## config.mk

```make
export PLATFORM = sky130hd
export DESIGN_NAME = bram_dma
export DESIGN_NICKNAME = d
export VERILOG_FILES = /design/src/rtl/bram_bus_pkg.sv /design/src/rtl/bram_dma.sv
export SDC_FILE = /design/constraint.sdc
export NUM_CORES = 1
export LEC_CHECK = 0
export BUFFER_PORTS_ARGS = -buffer_cell sky130_fd_sc_hd__buf_2
export CAP_MARGIN = 20
export CELL_PAD_IN_SITES_DETAIL_PLACEMENT = 1
export CELL_PAD_IN_SITES_GLOBAL_PLACEMENT = 1
export CORE_MARGIN = 8
export CORE_UTILIZATION = 41
export CTS_CLUSTER_SIZE = 16
export DETAILED_ROUTE_END_ITERATION = 10
export PLACE_DENSITY_LB_ADDON = 0.1
export SYNTH_ARGS = -nofsm -noshare
export SYNTH_HDL_FRONTEND = slang
export SYNTH_SLANG_ARGS = --single-unit
```

## constraint.sdc

```tcl
create_clock -name clk -period 3.85 [get_ports clk]
set_input_delay 0.385 -clock clk [delete_from_list [all_inputs] [get_ports clk]]
set_output_delay 0.385 -clock clk [all_outputs]
set_load 0.02 [all_outputs]
```

## src/rtl/bram_bus_pkg.sv

```systemverilog
// Shared definitions for BRAM bus initiators: FSM states, bus constants and
// word-alignment helper.
package bram_bus_pkg;

   typedef enum logic [2:0] {
      ST_IDLE = 3'd0,
      ST_RD   = 3'd1,
      ST_CAP  = 3'd2,
      ST_WR   = 3'd3,
      ST_FILL = 3'd4,
      ST_FIN  = 3'd5
   } state_t;

   localparam logic [31:0] WORD_BYTES      = 32'd4;
   localparam logic        MODE_COPY       = 1'b0;
   localparam logic        MODE_FILL       = 1'b1;
   localparam logic [3:0]  WMASK_FULL      = 4'hF;
   localparam logic [31:0] WORD_ALIGN_MASK = 32'hFFFF_FFFC;

   function automatic logic [31:0] word_align(input logic [31:0] addr);
      return addr & WORD_ALIGN_MASK;
   endfunction

endpackage

```

## src/rtl/bram_dma.sv

```systemverilog
// Single-command BRAM DMA initiator: word copy (read/capture/write per word)
// or pattern fill (one write per word), with abort at safe points.
module bram_dma
   import bram_bus_pkg::*;
#(
   parameter int LEN_W  = 16,
   parameter int RD_LAT = 1
) (
   input  logic             clk,
   input  logic             resetn,
   input  logic             start,
   input  logic             mode,
   input  logic [31:0]      src_addr,
   input  logic [31:0]      dst_addr,
   input  logic [LEN_W-1:0] len,
   input  logic [31:0]      pattern,
   input  logic             abort,
   output logic             busy,
   output logic             done,
   output logic             aborted,
   output logic [LEN_W-1:0] words_done,
   output logic             cs,
   output logic             rd,
   output logic             wr,
   output logic [31:0]      mem_addr,
   output logic [31:0]      mem_wdata,
   output logic [3:0]       mem_wmask,
   input  logic [31:0]      mem_rdata
);

   generate
      if (RD_LAT != 1) begin : g_bad_rd_lat
         $error("bram_dma supports RD_LAT == 1 only");
      end
   endgenerate

   localparam logic [LEN_W-1:0] LEN_ZERO = {LEN_W{1'b0}};
   localparam logic [LEN_W-1:0] LEN_ONE  = {{(LEN_W-1){1'b0}}, 1'b1};

   state_t           state_r, state_s;
   logic [31:0]      src_r, src_s;
   logic [31:0]      dst_r, dst_s;
   logic [LEN_W-1:0] rem_r, rem_s;
   logic [LEN_W-1:0] wd_r, wd_s;
   logic [31:0]      pat_r, pat_s;
   logic             aborted_r, aborted_s;
   logic             busy_r, busy_s;
   logic             done_r, done_s;
   logic             cs_r, cs_s;
   logic             rd_r, rd_s;
   logic             wr_r, wr_s;
   logic [31:0]      addr_r, addr_s;
   logic [31:0]      wdata_r, wdata_s;
   logic [3:0]       wmask_r, wmask_s;

   // State and datapath registers; reset releases the bus immediately.
   always_ff @(posedge clk or negedge resetn) begin
      if (!resetn) begin
         state_r   <= ST_IDLE;
         src_r     <= 32'd0;
         dst_r     <= 32'd0;
         rem_r     <= LEN_ZERO;
         wd_r      <= LEN_ZERO;
         pat_r     <= 32'd0;
         aborted_r <= 1'b0;
         busy_r    <= 1'b0;
         done_r    <= 1'b0;
         cs_r      <= 1'b0;
         rd_r      <= 1'b0;
         wr_r      <= 1'b0;
         addr_r    <= 32'd0;
         wdata_r   <= 32'd0;
         wmask_r   <= 4'h0;
      end else begin
         state_r   <= state_s;
         src_r     <= src_s;
         dst_r     <= dst_s;
         rem_r     <= rem_s;
         wd_r      <= wd_s;
         pat_r     <= pat_s;
         aborted_r <= aborted_s;
         busy_r    <= busy_s;
         done_r    <= done_s;
         cs_r      <= cs_s;
         rd_r      <= rd_s;
         wr_r      <= wr_s;
         addr_r    <= addr_s;
         wdata_r   <= wdata_s;
         wmask_r   <= wmask_s;
      end
   end

   // Next-state and counter update; the copy/fill mode is carried by the state.
   always_comb begin
      state_s   = state_r;
      src_s     = src_r;
      dst_s     = dst_r;
      rem_s     = rem_r;
      wd_s      = wd_r;
      pat_s     = pat_r;
      aborted_s = aborted_r;
      case (state_r)
         ST_IDLE: begin
            if (start) begin
               src_s     = word_align(src_addr);
               dst_s     = word_align(dst_addr);
               rem_s     = len;
               pat_s     = pattern;
               wd_s      = LEN_ZERO;
               aborted_s = 1'b0;
               if (len == LEN_ZERO) begin
                  state_s = ST_FIN;
               end else if (mode == MODE_FILL) begin
                  state_s = ST_FILL;
               end else begin
                  state_s = ST_RD;
               end
            end else begin
               state_s = ST_IDLE;
            end
         end
         ST_RD, ST_CAP: begin
            if (abort) begin
               state_s   = ST_FIN;
               aborted_s = 1'b1;
            end else if (state_r == ST_RD) begin
               state_s = ST_CAP;
            end else begin
               state_s = ST_WR;
            end
         end
         ST_WR, ST_FILL: begin
            // The write in flight always completes, so counters advance first.
            src_s = src_r + WORD_BYTES;
            dst_s = dst_r + WORD_BYTES;
            rem_s = rem_r - LEN_ONE;
            wd_s  = wd_r + LEN_ONE;
            if (abort) begin
               state_s   = ST_FIN;
               aborted_s = 1'b1;
            end else if (rem_r == LEN_ONE) begin
               state_s = ST_FIN;
            end else if (state_r == ST_WR) begin
               state_s = ST_RD;
            end else begin
               state_s = ST_FILL;
            end
         end
         ST_FIN: begin
            state_s = ST_IDLE;
         end
         default: begin
            state_s = ST_IDLE;
         end
      endcase
   end

   // Bus outputs decoded from the next state so they register in step with it.
   always_comb begin
      busy_s  = (state_s != ST_IDLE);
      done_s  = 1'b0;
      cs_s    = 1'b0;
      rd_s    = 1'b0;
      wr_s    = 1'b0;
      addr_s  = addr_r;
      wdata_s = wdata_r;
      wmask_s = 4'h0;
      case (state_s)
         ST_RD: begin
            cs_s   = 1'b1;
            rd_s   = 1'b1;
            addr_s = src_s;
         end
         ST_WR: begin
            cs_s    = 1'b1;
            wr_s    = 1'b1;
            addr_s  = dst_s;
            wdata_s = mem_rdata;
            wmask_s = WMASK_FULL;
         end
         ST_FILL: begin
            cs_s    = 1'b1;
            wr_s    = 1'b1;
            addr_s  = dst_s;
            wdata_s = pat_s;
            wmask_s = WMASK_FULL;
         end
         ST_FIN: begin
            done_s = 1'b1;
         end
         default: begin
            done_s = 1'b0;
         end
      endcase
   end

   assign busy       = busy_r;
   assign done       = done_r;
   assign aborted    = aborted_r;
   assign words_done = wd_r;
   assign cs         = cs_r;
   assign rd         = rd_r;
   assign wr         = wr_r;
   assign mem_addr   = addr_r;
   assign mem_wdata  = wdata_r;
   assign mem_wmask  = wmask_r;

endmodule

```

# Word level (Yosys, flattened, before mapping)
# Cells that the tools add are included.
# op_classes
n_mux	29
reduce_logical	14
n_eq_ne	11
addsub	4
# ops
op	count
one-hot mux 32 bit (2 select lines)	4
2-to-1 mux 32 bit	4
adder 32 x 3 -> 32 bit, second input constant	2
one-hot mux 16 bit (2 select lines)	2
2-to-1 mux 16 bit	2
2-to-1 mux 3 bit	7
adder 16 x 1 -> 16 bit, second input constant	1
== test 16 x 1 -> 1 bit, second input constant	1
logical NOT 16 bit	1
subtractor 16 x 1 -> 16 bit, second input constant	1
== test 3 x 2 -> 1 bit, second input constant	3
== test 3 bit, second input constant	3
one-hot mux 3 bit (3 select lines)	1
nonzero test 2 bit	4
2-to-1 mux 1 bit	7
== test 3 x 1 -> 1 bit, second input constant	2
OR reduction 2 bit	3
2-to-1 mux 4 bit	1
OR reduction 4 bit	1
logical NOT 3 bit	1
AND reduction 3 bit	1
nonzero test 3 bit	1
OR reduction 3 bit	1
inequality test 2 x 1 -> 1 bit, second input constant	1
3 further kinds	3
# word_totals
input_bits	149
out_inout_bits	90
wordCells	73
ff_bits	205

# Logic depth before layout (Yosys ltp)
# depth
word_depth	8
mapped_depth	11
depth_no_buf	10

# Worst setup path after synthesis
# Ideal clock, no wire load.
# synth_timing
path_kind	register -> register
from	reg state_r[1]
to	reg addr_r[31], in the netlist mem_addr[31]
period_less_slack_ps	2758
required_ps	3724
n_path_buf	3
setup_ps	126
slack_ps	1092
arrival_time_ps	2632
stages_incl_launch_ff	10
path_cell_list	dfrtp_1 -> buf_6 -> or3b_1 -> buf_6 -> a21oi_4 -> or4b_1 -> buf_2 -> or3_1 -> a31o_1 -> a221o_1
# synth_between
word_cells_on_any_way	21
cone_classes	eq/ne: 7; mux: 9; reduce/logical: 5
# synth_rtl
item	line_no	source
start, declared	bram_dma.sv:40	state_t state_r, state_s;
start signal, assigned	bram_dma.sv:75	state_r <= state_s;
== test 3 x 2 -> 1 bit / == test 3 bit (equally long branches)	bram_dma.sv:102	case (state_r)
OR reduction 2 bit	bram_dma.sv:102	
one-hot mux 32 bit (2 select lines) *	bram_dma.sv:102	
net dst_s[31]	bram_dma.sv:42	logic [31:0] dst_r, dst_s;
one-hot mux 32 bit (2 select lines) *	bram_dma.sv:168	case (state_s)
end signal, assigned	bram_dma.sv:87	addr_r <= addr_s;
end, declared	bram_dma.sv:52	logic [31:0] addr_r, addr_s;
# The timed path passes the listed nets; every way through them passes the cells marked *.
# A chain may end at the register's enable or synchronous reset.

# Final worst setup path
# Same ends and word-level chain as after synthesis.

==> results.ini <==
[worst_setup_path]
critPathKind=reg -> reg
cp.required_ns=4.25
critPathLaunchType=flip-flop
cp_data_arrival_time_ns=3.57
path_max_fanout=10
end_kind=flip-flop

[sta]
grt_setup_unrepaired=false
worst_pin_slew_ns=0.867
finalSetupTns_ns=0
hold_viol=7
fmax_mhz=316
whs_ns=-0.0203
fin_worst_skew_ns=0.0150
relSlewSlack=0.421
finalMaxSlewViolations=0
setup_viol=0
layout_min_cycle_time_ns=3.17
finalWorstSetupSlack_ns=0.681
min_period_over_period=0.823

[layout]
drive_gt1_frac=0.247
stdcell_area_um2=12500
syn_to_final_growth_pct=22.8
fin_nets=1446
final_cell_mix=buf_2, dfrtp_1, nand2_1
nFillCells=2818
final_common_cell=buf_2
num_antenna_cells=0
stdcell_count=1633
final_util=0.513

[detailed_routing]
drtIter0Drc=631
drtPass1Iterations=4
drt.antenna.violating_nets=0
vias_per_cell=5.83
drc=0
routed_wl_mm=34.8
vias=9526
wl_per_cell_um=21.3

[logic_synthesis]
synth-warning-count=0
async_flop_share=1.00
synth_area_um2=10200
avgSynthCellArea_um2=9.30
synth_area_leaders=dfrtp_1, nand2_1, a221o_1
synth.distinct_cells=63
yosysTopAreaCellShare=0.495
ys_seq_area_frac=0.495
synthesis.nets=1247
ys_ff_latch=201
yosys_most_used_dff=dfrtp_1
synth_cells=1093
synth_top_area_cell=dfrtp_1
synth_edf_count=0

[placed_design]
place_area_um2=11700
pre_cts_ws_ns=0.735
gp_congestion=0.859
placed_cells=1590
portBuffers=234
dp.final_hpwl_mm=23.8

[clock_network]
cts_tree=built
cts_resized=0
htree_levels=1
post_cts_buffers=0
cts.sinks=201
cts_root_buf=clkbuf_16
cts_made_buffers=24
cts_buffer_depth=3
clk_latency_ns=0.52
hold_buffers=0
clk_pin_slew_worst_paths_ns=0.06

[die]
core_um2=24300
placement_rows=57
initial_core_util=0.418
die_w_um=173
die_y_um=173
design.die.area_um2=30100
io_pins=239

[status]
violations=negative hold slack
outcome=finished, violations left

[worst_hold_path]
hp-class=in -> async

[global_routing]
grtUsageTotal=0.226
overflow=0
grt_max_degree=121
grt_pass1_vias=10100
antenna_found_initial=4
grt_pass1_wl_mm=56.5

[pwr]
powerDensity_nw_per_um2=926
p_leak_nw=5.80
max-vdd-ir-drop_v=0.000732
finalPower_mw=11.5

[flow_run]
max_cap_viol_count=0

-- sequential cells by signal, indices dropped and copies added, names as in the netlist, 3 cells and up --
signal,cells
dst_r,32
mem_addr,32
mem_wdata,32
pat_r,32
src_r,32
rem_r,16
words_done,16
state_r,3
-- cell usage after synthesis, types with 7 or more instances --
cell type	number
clkbuf_1	67
nand3_1	34
nand4_1	17
inv_1	24
and4_1	8
and3_1	41
nand2_1	194
or2_2	7
o311ai_0	27
xor2_1	10
buf_1	7
dfrtp_1	201
a31oi_1	8
a221o_1	44
or3_1	8
o21ai_0	36
nor2_1	47
a21oi_1	48
a22oi_1	7
o211ai_1	52
and2_1	11
nor4_1	21
o31ai_1	34
nor3_1	53
-- kinds of logic after synthesis --
group                      after synthesis  synth area share
buffers and inverters                  109            0.0437
adders and majority gates                5           0.00616
AOI/OAI and AO/OA                      294             0.215
and+or+nand+nor                        464             0.222
xor gates and xnor gates                15            0.0129
DFF                                    201             0.495
muxes                                    5           0.00517
-- worst max-delay path, stage by stage (launching register included) --
cell and delay, ns:
dfrtp_1 0.50, or3b_1 0.65, a21oi_4 0.29, or4b_1 0.62, or3_1 0.42, a31o_1 0.24
a221o_1 0.33
-- layout make-up --
class	count	area, µm²	area share
flip-flops and latches	201	5030	0.403
multi-input cells	783	4750	0.381
repair buffers	257	1380	0.110
clock buffers	27	643	0.0515
well taps	324	405	0.0325
clock inverters	16	179	0.0143
inverters	25	93.8	0.00752
-- path summary, 6_finish.rpt --
kind                                      start                  endpoint  slack, ns  depth (start not counted)
max                        state_r[1]$_DFF_PN0_  mem_addr[31]$_DFFE_PN0P_       0.68                          6
min                                      resetn      rem_r[6]$_DFFE_PN0P_      -0.02                          1
min in group clk                    pattern[17]       pat_r[17]$_DFF_PN0_       0.10                          3
max reg2reg                state_r[1]$_DFF_PN0_  mem_addr[31]$_DFFE_PN0P_       0.68                          6
max in group asynchronous                resetn       dst_r[31]$_DFF_PN0_       2.86                          2
min reg2reg                 pat_r[13]$_DFF_PN0_       pat_r[13]$_DFF_PN0_       0.47                          2
-- layer usage --
layer  GRT usage  vias up  share of wire
met1       0.300     4726           0.44
met2       0.370      244           0.48
met4      0.0449        8          0.015
li1            -     4501              -
met3      0.0545       47          0.064
met5           0        -         0.0012
-- where the power goes --
part	total (mW)	internal (mW)	switching (mW)
clock network	2.35	1.41	0.938
registers	3.79	3.05	0.742
logic	5.41	1.85	3.56
total	11.5	6.31	5.24
(Power assumes the default switching activity.)
